===== config.mk =====
export PLATFORM = sky130hd
export DESIGN_NAME = uart_tx_arbiter
export DESIGN_NICKNAME = d
export VERILOG_FILES = /design/src/rtl/uart_tx_arbiter_pkg.sv /design/src/rtl/rr_pick.sv /design/src/rtl/uart_tx_arbiter.sv
export SDC_FILE = /design/constraint.sdc
export NUM_CORES = 1
export LEC_CHECK = 0
export ABC_AREA = 1
export BUFFER_PORTS_ARGS = -buffer_cell sky130_fd_sc_hd__buf_2
export CAP_MARGIN = 20
export CORE_MARGIN = 1.5
export CORE_UTILIZATION = 50
export CTS_BUF_LIST = sky130_fd_sc_hd__clkbuf_4
export DETAILED_ROUTE_END_ITERATION = 10
export HOLD_SLACK_MARGIN = 0.06
export PLACE_DENSITY = 0.86
export SYNTH_ARGS = -nofsm -noshare
export SYNTH_HDL_FRONTEND = slang
export SYNTH_SLANG_ARGS = --single-unit

===== constraint.sdc =====
create_clock -name clk -period 3.8 [get_ports clk]
set_input_delay 0.76 -clock clk [delete_from_list [all_inputs] [get_ports clk]]
set_output_delay 0.76 -clock clk [all_outputs]
set_load 0.05 [all_outputs]

===== src/rtl/uart_tx_arbiter_pkg.sv =====
// Shared types and helpers for the uart_tx arbiter slice.
// Holds the FSM encoding, byte width and index-width helper.
package uart_tx_arbiter_pkg;

   localparam int BYTE_W = 8;

   typedef enum logic [1:0] {
      IDLE  = 2'd0,
      SEND  = 2'd1,
      DRAIN = 2'd2,
      GAP   = 2'd3
   } arb_state_e;

   function automatic int id_w(input int n);
      return (n <= 2) ? 1 : $clog2(n);
   endfunction

endpackage


===== src/rtl/rr_pick.sv =====
// Combinational round-robin picker.
// Finds the first set request after ptr, wrapping modulo N.
module rr_pick
   import uart_tx_arbiter_pkg::*;
#(
   parameter int N  = 4,
   parameter int IW = id_w(N)
) (
   input  logic [N-1:0]  req,
   input  logic [IW-1:0] ptr,
   output logic          found,
   output logic [IW-1:0] idx
);

   logic [IW-1:0] cand;

   // scan upward from ptr+1; the first hit wins
   always_comb begin
      found = 1'b0;
      idx   = '0;
      cand  = '0;
      for (int k = 1; k <= N; k++) begin
         cand = IW'((int'(ptr) + k) % N);
         if (!found && req[cand]) begin
            found = 1'b1;
            idx   = cand;
         end
      end
   end

endmodule


===== src/rtl/uart_tx_arbiter.sv =====
// Message-atomic round-robin arbiter in front of uart_tx.
// One output register, stall watchdog and optional idle gap.
module uart_tx_arbiter
   import uart_tx_arbiter_pkg::*;
#(
   parameter  int NUM_REQ       = 4,
   parameter  int GAP_CYCLES    = 0,
   parameter  int STALL_TIMEOUT = 0,
   localparam int IW            = id_w(NUM_REQ)
) (
   input  logic                      clk,
   input  logic                      rst_n,
   input  logic [NUM_REQ*BYTE_W-1:0] req_data,
   input  logic [NUM_REQ-1:0]        req_valid,
   input  logic [NUM_REQ-1:0]        req_last,
   output logic [NUM_REQ-1:0]        req_ready,
   output logic [BYTE_W-1:0]         tx_data,
   output logic                      tx_data_valid,
   input  logic                      tx_data_ready,
   output logic [IW-1:0]             grant_id,
   output logic                      busy,
   output logic                      timeout_pulse
);

   localparam int SW = id_w(STALL_TIMEOUT + 1);
   localparam int GW = id_w(GAP_CYCLES + 1);

   arb_state_e        state;
   arb_state_e        state_nx;
   logic [IW-1:0]     ptr;
   logic [IW-1:0]     winner;
   logic              found;
   logic [SW-1:0]     stall_cnt;
   logic [SW-1:0]     stall_nx;
   logic [GW-1:0]     gap_cnt;
   logic              stall_hit;
   logic              own_valid;
   logic              own_last;
   logic [BYTE_W-1:0] own_data;
   logic              out_free;
   logic              accept;
   logic              xfer;

   assign own_valid = req_valid[grant_id];
   assign own_last  = req_last[grant_id];
   assign own_data  = req_data[BYTE_W*grant_id +: BYTE_W];
   assign out_free  = !tx_data_valid || tx_data_ready;
   assign xfer      = tx_data_valid && tx_data_ready;
   assign accept    = (state == SEND) && own_valid && out_free;
   assign busy      = (state != IDLE);

   assign stall_nx = (state != SEND || own_valid) ? '0 :
                     (&stall_cnt) ? stall_cnt :
                     stall_cnt + 1'b1;

   rr_pick #(
      .N  (NUM_REQ),
      .IW (IW)
   ) u_pick (
      .req   (req_valid),
      .ptr   (ptr),
      .found (found),
      .idx   (winner)
   );

   // only the owner may push, and only when the register can take a byte
   always_comb begin
      req_ready = '0;
      if (state == SEND && out_free) req_ready[grant_id] = 1'b1;
   end

   // FSM state register
   always_ff @(posedge clk or negedge rst_n) begin
      if (!rst_n) state <= IDLE;
      else        state <= state_nx;
   end

   // next state; a last accept always beats a watchdog expiry
   always_comb begin
      state_nx  = state;
      stall_hit = 1'b0;
      case (state)
         IDLE: if (found) state_nx = SEND;
         SEND: begin
            if (accept && own_last) begin
               state_nx = DRAIN;
            end else if (STALL_TIMEOUT != 0 && !own_valid &&
                         stall_nx == SW'(STALL_TIMEOUT)) begin
               state_nx  = DRAIN;
               stall_hit = 1'b1;
            end
         end
         DRAIN: if (out_free) state_nx = (GAP_CYCLES > 0) ? GAP : IDLE;
         GAP:   if (gap_cnt <= GW'(1)) state_nx = IDLE;
         default: state_nx = IDLE;
      endcase
   end

   // datapath: output register, grant, pointer and counters
   always_ff @(posedge clk or negedge rst_n) begin
      if (!rst_n) begin
         tx_data       <= '0;
         tx_data_valid <= 1'b0;
         grant_id      <= '0;
         ptr           <= IW'(NUM_REQ - 1);
         stall_cnt     <= '0;
         gap_cnt       <= '0;
         timeout_pulse <= 1'b0;
      end else begin
         timeout_pulse <= stall_hit;
         stall_cnt     <= stall_nx;
         if (accept) begin
            tx_data       <= own_data;
            tx_data_valid <= 1'b1;
         end else if (xfer) begin
            tx_data_valid <= 1'b0;
         end
         if (state == IDLE && found) begin
            grant_id <= winner;
            ptr      <= winner;
         end
         if (state == DRAIN && out_free) begin
            gap_cnt <= GW'(GAP_CYCLES);
         end else if (state == GAP && gap_cnt > GW'(1)) begin
            gap_cnt <= gap_cnt - 1'b1;
         end
      end
   end

endmodule


==> reports/results.ini, run 1 <==
[timing]
slew_headroom=0.573
setup_viol=0
skew_ns=0.00246
hold_ws_ns=0.358
clock.fmax_ghz=0.420
fin_ws_ns=1.42
maxSlewViolCount=0
rsz0062_at_grt=no
hold_viol=0
worstMarginPinSlew_ns=0.640
setup_tns_ns=0
period_minus_slack_ns=2.38
period_share=0.627

[drt]
route.detailed.drc=0
ant_nets=0
routed_via_density=5.06
firstDrtPassIters=4
drtIter0Drc=25
wl_um=2990
vias=1362
wl_per_cell_um=11.1

[job]
cap_violations=0

[setup_path]
r2r-start=grant_id[0]$_DFFE_PN0P_
crit_path_max_incr_delay_ns=0.32
required_ns=3.04
cp_cell_sequence=buf_2, nor2_1, inv_1, nand2_1, nor3_1, buf_2
cpMostUsedCell=buf_2
r2r_slack_ns=2.05
slowest_stage=buf_2
r2r_end=tx_data[4]$_DFFE_PN0P_
crit_fanout=5
cp-start-kind=input pin
critPathTopFamily=buffers and inverters
path_class=in2out
cp.arrival_ns=1.62
ff2ff_path_depth=6
worstSetupEndpointType=output port
cp_num_buf_inv=3

[global_routing]
grt_pass1_wl_um=4920
grt_pass1_vias=1170
grt-ovfl-total=0
grt_usage=0.237
antenna_found_initial=0
grt_max_degree=18

[yosys]
synth-seq-area-share=0.307
synth-xor-area-share=0
synth_area_sq_um=1230
syn-instance-count=185
syn_area_per_cell_sq_um=6.66
yosys-mux-area-fraction=0
synth-main-ff-cell=dfrtp_1
yosysWarningCount=0
synth_top_family_by_area=simple AND/OR/NAND/NOR gates
synth-async-reset-ratio=1.00
synth_enable_flop_cells=0
syn-num-nets=228
synth_compound_area_frac=0.111
synth.distinct_cells=23
synth-simple-area-share=0.482
synth-adder-area-share=0
synth_seq_cells=15

[cells_and_area]
fillers=198
final_nets=285
drive_gt1_frac=0.415
multiInputGateArea_sq_um=733
seq_area_sq_um=378
syn_to_final_growth_pct=25.0
diodes=0

[floorplanning]
chipHeight_um=52.6
die_width_um=52.6
ioPinCount=60
dieArea_sq_um=2770
core-area_sq_um=2280
initial_core_util=0.541
placementRows=17

[status]
status=completed

[clock_network]
clockBufferDepth=2
ctsHtreeMaxLevel=1
hold_buffers=0
worst_skew_pair.late_latency_ns=0.28
ctsRootBufferMaster=clkbuf_4
clk_pin_slew_worst_paths_ns=0.09
clock-sinks=15
tritoncts=built
post-cts-setup-buffers=0
cts_resized=0
cts_buffers=3

[pwr]
ir_drop_mv=0.641
power_frac_seq=0.216
power_switching_uw=975
leakage_uw=0.000906
combPwrFrac=0.727
intPower_uw=612
p_per_area_nw_per_um2=1030
swShare=0.614
power.share.clock=0.057

[placement]
pre_cts_slack_ns=1.48
hpwl_um=2350
numPortBuffers=58
place_congestion=0.786

[min_path]
hold_path.class=in2async

-- power by group through the flow --
stage	Combinational, uW	Clock, uW	Sequential (uW)
2_1_floorplan	810	0	483
3_3_place_gp	1130	0	342
3_5_place_dp	1150	0	343
4_1_cts	1160	89.8	341
5_1_grt	1270	96.0	355
6_report	1150	90.7	343
-- Yosys cell counts, drive strengths merged (2+ instances only) --
master  number  area, sq um
a21oi        9         48.8
buf          4         37.5
clkbuf       2         7.51
dfrtp       13          325
dfstp        2         52.6
inv         20         75.1
nand2       84          378
nand3       26          135
nand4        3         18.8
nor2         9         51.3
nor3         2         10.0
o21ai        9         75.1
-- cell families after synthesis --
logic type / after synthesis
simple gates: 124
buf+inv: 26
compound gates: 19
flops: 15
other cells: 1
-- cells in the final DEF, fill, tap and decap left out --
master | netlist | layout
nor2_1 | 6 | 6
clkinv_2 | 0 | 1
nand3_1 | 25 | 25
dfrtp_1 | 13 | 13
nor3_1 | 2 | 2
o21ai_2 | 8 | 8
clkbuf_4 | 0 | 3
a22oi_2 | 1 | 1
inv_2 | 7 | 7
buf_2 | 0 | 58
o21ai_1 | 1 | 1
conb_1 | 1 | 1
nor2_4 | 2 | 2
a21oi_1 | 8 | 8
dfstp_2 | 2 | 2
nand2_2 | 10 | 10
nand4_1 | 3 | 3
nand2_4 | 5 | 5
nand3_2 | 1 | 1
a21oi_2 | 1 | 1
nand2_1 | 69 | 69
nor2_2 | 1 | 1
inv_1 | 13 | 13
-- flip-flops by register name, summed over array words and instances (netlist names) --
name           count
grant_id           2
tx_data_valid      1
tx_data            8
ptr                2
state              2
-- metrics by stage --
stage          utilization  cell area, sq um  std cells  total power, uW
5_1_grt              0.676              1540        269             1720
3_5_place_dp         0.664              1510        265             1490
4_1_cts              0.676              1540        269             1590
3_3_place_gp         0.664              1510        265             1470
6_report             0.676              1540        269             1590
2_1_floorplan            -              1230        185             1290
-- layer usage --
| metal | share of wire | vias up | track usage |
|---|---|---|---|
| met5 | 0 | - | 0 |
| met2 | 0.48 | 56 | 0.438 |
| li1 | - | 701 | - |
| met4 | 0.0074 | 0 | 0.0513 |
| met3 | 0.062 | 4 | 0.0286 |
| met1 | 0.45 | 601 | 0.292 |
-- cell type report --
type,count,share of cell area
clock buffer,3,0.0146
inverter,20,0.0488
timing repair buffer,58,0.189
clock inverter,1,0.00325
tap,28,0.0228
sequential,15,0.246
multi-input combinational,144,0.476
-- how the worst max path moves through the flow --
stage | endpoint | cells past startpoint | start
finish | req_ready[2] | 6 | tx_data_ready
global route | req_ready[1] | 3 | grant_id[0]$_DFFE_PN0P_
CTS | req_ready[2] | 6 | tx_data_ready
detailed placement | req_ready[2] | 6 | tx_data_ready
global placement | req_ready[2] | 6 | tx_data_ready
floorplan | req_ready[2] | 3 | grant_id[1]$_DFFE_PN0P_
(Power assumes the default switching activity.)
==> run 2, diff against run 1 <==
--- a/config.mk
+++ b/config.mk
@@ -9,11 +9,11 @@
 export BUFFER_PORTS_ARGS = -buffer_cell sky130_fd_sc_hd__buf_2
 export CAP_MARGIN = 20
 export CORE_MARGIN = 1.5
-export CORE_UTILIZATION = 50
+export CORE_UTILIZATION = 43
 export CTS_BUF_LIST = sky130_fd_sc_hd__clkbuf_4
 export DETAILED_ROUTE_END_ITERATION = 10
 export HOLD_SLACK_MARGIN = 0.06
-export PLACE_DENSITY = 0.86
+export PLACE_DENSITY = 0.78
 export SYNTH_ARGS = -nofsm -noshare
 export SYNTH_HDL_FRONTEND = slang
 export SYNTH_SLANG_ARGS = --single-unit
==> constraint.sdc (replaced) <==
create_clock -name clk -period 2.01 [get_ports clk]
set_input_delay 0.402 -clock clk [delete_from_list [all_inputs] [get_ports clk]]
set_output_delay 0.402 -clock clk [all_outputs]
set_load 0.05 [all_outputs]
==> run 2 against run 1 <==
  * Count of clock-buffer cells in the layout grew 1
  * Worst setup slack got worse by 1.3 ns
  * Cell count is 2.2% higher
  * Non-clock buffer count grew 3
  * Worst hold slack better by 0.046 ns
  * Critical path depth decreased by 3
  * Wire length down 1.3%
  * Clock skew hardly changed
  * Core utilization shrank 9.2 points
  * Critical endpoint is now req_ready[1]
  * Largest power group unchanged
==> reports/results.ini, run 2 (synthesized netlist as in run 1, its figures left out) <==
[floorplanning]
dieArea_sq_um=3190  ; +15%
initial_core_util=0.450  ; -0.0906
ioPinCount=60  ; unchanged
chipHeight_um=56.5  ; +7.4%
core-area_sq_um=2730  ; +20%
placementRows=19  ; +2
die_width_um=56.5  ; +7.4%

[pwr]
ir_drop_mv=1.40  ; +120%
p_per_area_nw_per_um2=1930  ; +87%
leakage_uw=0.000927  ; +2.3%

[timing]
period_share=0.934
slew_headroom=0.657  ; +0.0836
setup_tns_ns=0  ; unchanged
skew_ns=0.00259  ; +0.000130 ns
maxSlewViolCount=0  ; unchanged
setup_viol=0  ; unchanged
hold_ws_ns=0.404  ; +0.0457 ns
rsz0062_at_grt=no
worstMarginPinSlew_ns=0.514  ; -0.125 ns
hold_viol=0  ; unchanged
period_minus_slack_ns=1.88
clock.fmax_ghz=0.533

[placement]
hpwl_um=2420  ; +3.0%
place_congestion=0.855  ; +8.8%
numPortBuffers=58  ; unchanged

[clock_network]
clk_pin_slew_worst_paths_ns=0.09  ; about the same
worst_skew_pair.late_latency_ns=0.27  ; about the same
clockBufferDepth=2  ; unchanged
cts_buffers=3  ; unchanged
ctsRootBufferMaster=clkbuf_4
tritoncts=built
ctsHtreeMaxLevel=1  ; unchanged
clock-sinks=15  ; unchanged

[drt]
wl_per_cell_um=10.7  ; -3.4%
ant_nets=0  ; unchanged
wl_um=2960  ; -1.3%
drtIter0Drc=32  ; +28%
routed_via_density=4.92  ; -2.8%
firstDrtPassIters=4  ; unchanged
route.detailed.drc=0  ; unchanged
vias=1353  ; -0.66%

[job]
cap_violations=0  ; unchanged

[setup_path]
path_class=reg2out
cp.arrival_ns=1.47  ; -0.15 ns
cp-start-kind=register
required_ns=1.61  ; -1.43 ns
crit_fanout=9  ; +4
worstSetupEndpointType=output port

[cells_and_area]
largest_reg_flops=8  ; unchanged
final_nets=288  ; +1.1%
drive_gt1_frac=0.430  ; +0.0154
diodes=0  ; unchanged
largest_register=tx_data
syn_to_final_growth_pct=29.8
final_cell_mix=nand2_1, buf_2, nand3_1
final_common_cell=nand2_1

[status]
status=completed

[global_routing]
grt_max_degree=18  ; unchanged
antenna_found_initial=0  ; unchanged
grt_pass1_wl_um=5180  ; +5.3%
grt_usage=0.198  ; -0.0389
grt-ovfl-total=0  ; unchanged
grt_pass1_vias=1209  ; +3.3%

[min_path]
hold_path.class=in2reg

-- run 2: layer usage --
| metal | vias up | global-route usage | share of wire |
|---|---|---|---|
| li1 | 707 | - | - |
| met1 | 608 | 0.288 | 0.48 |
| met2 | 36 | 0.316 | 0.46 |
| met3 | 2 | 0.0207 | 0.046 |
| met4 | 0 | 0.0476 | 0.0071 |
| met5 | - | 0 | 0 |
-- run 2: critical path, stage by stage, from the launching register on --
cell     delay, ns
dfrtp_1       0.67
nand2_1       0.14
nor2_1        0.12
buf_2         0.27
-- run 2: per-stage QoR --
| stage | instance area (sq um) | total power (uW) | setup slack (ns) | cells | utilization |
|---|---|---|---|---|---|
| final | 1600 | 3080 | 0.134 | 275 | 0.584 |
| after global routing | 1600 | 3380 | 0.0368 | 275 | 0.584 |
| after CTS | 1590 | 3080 | 0.0690 | 275 | 0.583 |
| after detailed placement | 1550 | 2900 | 0.348 | 270 | 0.568 |
| after global placement | 1550 | 2860 | 0.388 | 270 | 0.568 |
| after floorplan | 1250 | 2490 | -0.00472 | 185 | - |
-- run 2: timing repair --
action                                  CTS  global route
endpoints found under the hold margin    13             0
resized for setup                         0             2
hold buffers                              1             0
endpoints found under the setup margin    0             3
setup buffers                             0             0
-- run 2: final timing paths --
| kind | from | to | slack [ns] | cells after the start |
|---|---|---|---|---|
| max in group asynchronous | rst_n | ptr[1]$_DFFE_PN1P_ | 1.17 | 2 |
| worst max register to register | ptr[0]$_DFFE_PN1P_ | grant_id[0]$_DFFE_PN0P_ | 0.40 | 11 |
| worst min register to register | tx_data[4]$_DFFE_PN0P_ | tx_data[4]$_DFFE_PN0P_ | 0.48 | 2 |
| min in group asynchronous | rst_n | grant_id[0]$_DFFE_PN0P_ | 0.55 | 2 |
| worst max-delay path | grant_id[0]$_DFFE_PN0P_ | req_ready[1] | 0.13 | 3 |
| worst min-delay path | tx_data_ready | state[1]$_DFFE_PN0P_ | 0.40 | 4 |
-- run 2: power by group --
part           internal (uW)  switching, uW
Combinational            665           1590
Clock                   90.3           91.1
Sequential               466            181
-- run 2: layout make-up --
| type | count | area [sq um] |
|---|---|---|
| Fill cell | 271 | 1140 |
| Multi-Input combinational cell | 144 | 758 |
| Sequential cell | 15 | 378 |
| Timing Repair Buffer | 61 | 315 |
| Inverter | 20 | 77.6 |
| Tap cell | 31 | 38.8 |
| Clock buffer | 4 | 30.0 |
==> run 3, diff against run 2 <==
--- a/config.mk
+++ b/config.mk
@@ -6,14 +6,14 @@
 export NUM_CORES = 1
 export LEC_CHECK = 0
 export ABC_AREA = 1
-export BUFFER_PORTS_ARGS = -buffer_cell sky130_fd_sc_hd__buf_2
 export CAP_MARGIN = 20
 export CORE_MARGIN = 1.5
-export CORE_UTILIZATION = 43
+export CORE_UTILIZATION = 50
 export CTS_BUF_LIST = sky130_fd_sc_hd__clkbuf_4
 export DETAILED_ROUTE_END_ITERATION = 10
+export DONT_BUFFER_PORTS = 1
 export HOLD_SLACK_MARGIN = 0.06
-export PLACE_DENSITY = 0.78
+export PLACE_DENSITY = 0.68
 export SYNTH_ARGS = -nofsm -noshare
 export SYNTH_HDL_FRONTEND = slang
 export SYNTH_SLANG_ARGS = --single-unit
==> run 3 against run 2 <==
  * Clock power about the same
  * Critical path depth increased by 1
  * First-iteration DRC count shrank 50%
  * Flip-flop and latch count is the same
  * Sequential share of layout area increased by 4.1 points
  * Critical endpoint is now req_ready[0]
  * Clock skew increased by 0.0014 ns
  * Fmax rose by 1.4%
  * Largest cell class unchanged
  * Core utilization is 1.4 points higher
==> reports/results.ini, run 3 (synthesized netlist as in run 1, its figures left out) <==
[clock_network]
post-cts-setup-buffers=0  ; unchanged
clk_pin_slew_worst_paths_ns=0.09  ; about the same
tritoncts=built
clockBufferDepth=2  ; unchanged
ctsHtreeMaxLevel=1  ; unchanged
cts_resized=0  ; unchanged
worst_skew_pair.late_latency_ns=0.29  ; +0.02 ns
ctsRootBufferMaster=clkbuf_4
cts_buffers=3  ; unchanged
clock-sinks=15  ; unchanged

[timing]
maxSlewViolCount=0  ; unchanged
hold_ws_ns=0.286  ; -0.118 ns
skew_ns=0.00395  ; +0.00136 ns
fin_ws_ns=0.160  ; +0.0262 ns
period_minus_slack_ns=1.85  ; -0.0262 ns
hold_viol=0  ; unchanged
clock.fmax_ghz=0.540  ; +1.4%
slew_headroom=0.556  ; -0.101
setup_viol=0  ; unchanged
period_share=0.920  ; -0.0130
rsz0062_at_grt=no
worstMarginPinSlew_ns=0.664  ; +0.150 ns

[setup_path]
crit_fanout=5  ; -4
cp-start-kind=register
required_ns=1.61  ; about the same
ff2ff_path_depth=11  ; unchanged
r2r_slack_ns=0.35  ; -0.05 ns
path_class=reg2out
worstSetupEndpointType=output port
r2r-start=ptr[0]$_DFFE_PN1P_
r2r_end=grant_id[1]$_DFFE_PN0P_
cp.arrival_ns=1.45  ; -0.02 ns

[min_path]
min_to=tx_data_valid$_DFFE_PN0P_
min-delay-start=tx_data_ready
min_path_cells=3  ; -1
hold_path.class=in2reg

[drt]
met3_length_um=198  ; +46%
wl_um=2880  ; -2.5%
wl_per_cell_um=13.0  ; +21%
top_layer=met4
firstDrtPassIters=4  ; unchanged
dr_wl_met2_um=1490  ; +9.0%
routed_via_density=5.37  ; +9.2%
route.detailed.drc=0  ; unchanged
drtIter0Drc=16  ; -50%
vias=1187  ; -12%
drt-met1-wl_um=1170  ; -18%
ant_nets=0  ; unchanged

[cells_and_area]
final_nets=237  ; -18%
final_common_cell=nand2_1
largest_reg_flops=8  ; unchanged
final_cell_area_sq_um=1360  ; -15%
seq_area_sq_um=378  ; unchanged
largest_register=tx_data
final_cell_mix=nand2_1, nand3_1, inv_1, dfrtp_1, nand2_2
fillers=205  ; -24%
syn_to_final_growth_pct=10.6
instances_no_fill=221  ; -20%
drive_gt1_frac=0.275  ; -0.156
final_util=0.598  ; +0.0137
multiInputGateArea_sq_um=756  ; -0.33%
diodes=0  ; unchanged

[floorplanning]
initial_core_util=0.541  ; +0.0906
core-area_sq_um=2280  ; -17%
ioPinCount=60  ; unchanged
chipHeight_um=52.6  ; -6.9%
dieArea_sq_um=2770  ; -13%
placementRows=17  ; -2
die_width_um=52.6  ; -6.9%

[status]
status=completed

[global_routing]
grt_pass1_vias=1108  ; -8.4%
antenna_found_initial=0  ; unchanged
grt_pass1_wl_um=4660  ; -10%
grt_usage=0.229  ; +0.0305
grt-ovfl-total=0  ; unchanged
grt_max_degree=18  ; unchanged

[placement]
dp_cells=216  ; -20%
hpwl_um=2280  ; -5.8%
numPortBuffers=0  ; -100%
post_dp_cell_area_sq_um=1320  ; -15%
place_congestion=0.851  ; -0.47%
pre_cts_slack_ns=0.358  ; +0.00949 ns

[pwr]
p_per_area_nw_per_um2=2220  ; +15%
leakage_uw=0.000726  ; -22%
ir_drop_mv=1.25  ; -11%

[job]
cap_violations=0  ; unchanged

[run 3: cell count changes in the layout (fill, tap and decap cells not counted)]
cell      previous run  this run
buf_12               0         1
buf_2               58         0
buf_4                2         8
clkbuf_4             4         3
clkinv_2             0         1
inv_2                6         7
inv_4                1         0
nand2_1             68        69
nand2_2             11        10
[run 3: final cells by class]
type	count	area share
Clock buffer	3	0.0165
Sequential cell	15	0.278
Tap cell	28	0.0257
Multi-Input combinational cell	144	0.555
Timing Repair Buffer	10	0.0662
Clock inverter	1	0.00368
Inverter	20	0.0551
[run 3: what timing repair did]
action | CTS | global route
setup endpoints to repair | 0 | 0
hold buffers | 1 | 0
endpoints found under the hold margin | 15 | 0
[run 3: per-stage QoR]
stage | setup TNS (ns) | total power (uW)
5_1_grt | 0 | 3270
2_1_floorplan | -0.00472 | 2490
4_1_cts | 0 | 3040
3_3_place_gp | 0 | 2790
3_5_place_dp | 0 | 2860
6_report | 0 | 3020
[run 3: worst max-delay path: stages, from the launching register on]
cell and delay [ns]:
dfrtp_1 0.40, nor2_1 0.15, nand2_1 0.20, nor3_4 0.18, buf_4 0.22
[run 3: how the worst max path moves through the flow]
| stage | from | endpoint | slack [ns] | cells after the start |
|---|---|---|---|---|
| after floorplan | grant_id[1]$_DFFE_PN0P_ | req_ready[2] | -0.005 | 3 |
| after global placement | ptr[0]$_DFFE_PN1P_ | grant_id[1]$_DFFE_PN0P_ | 0.40 | 11 |
| after detailed placement | ptr[0]$_DFFE_PN1P_ | grant_id[1]$_DFFE_PN0P_ | 0.36 | 11 |
| after CTS | state[1]$_DFFE_PN0P_ | req_ready[0] | 0.16 | 4 |
| after global routing | state[1]$_DFFE_PN0P_ | req_ready[0] | 0.07 | 4 |
| final | state[1]$_DFFE_PN0P_ | req_ready[0] | 0.16 | 4 |
[run 3: layer usage]
metal / track usage / up-vias
met5: 0 / -
met4: 0.0513 / 0
met3: 0.0571 / 2
met2: 0.429 / 50
met1: 0.256 / 532
li1: - / 603
[run 3: where the power goes]
| group | leakage, uW | total [uW] | internal (uW) | switching [uW] |
|---|---|---|---|---|
| Clock | 0.0000177 | 178 | 74.1 | 104 |
| Combinational | 0.000525 | 1960 | 630 | 1330 |
| Sequential | 0.000183 | 886 | 462 | 424 |
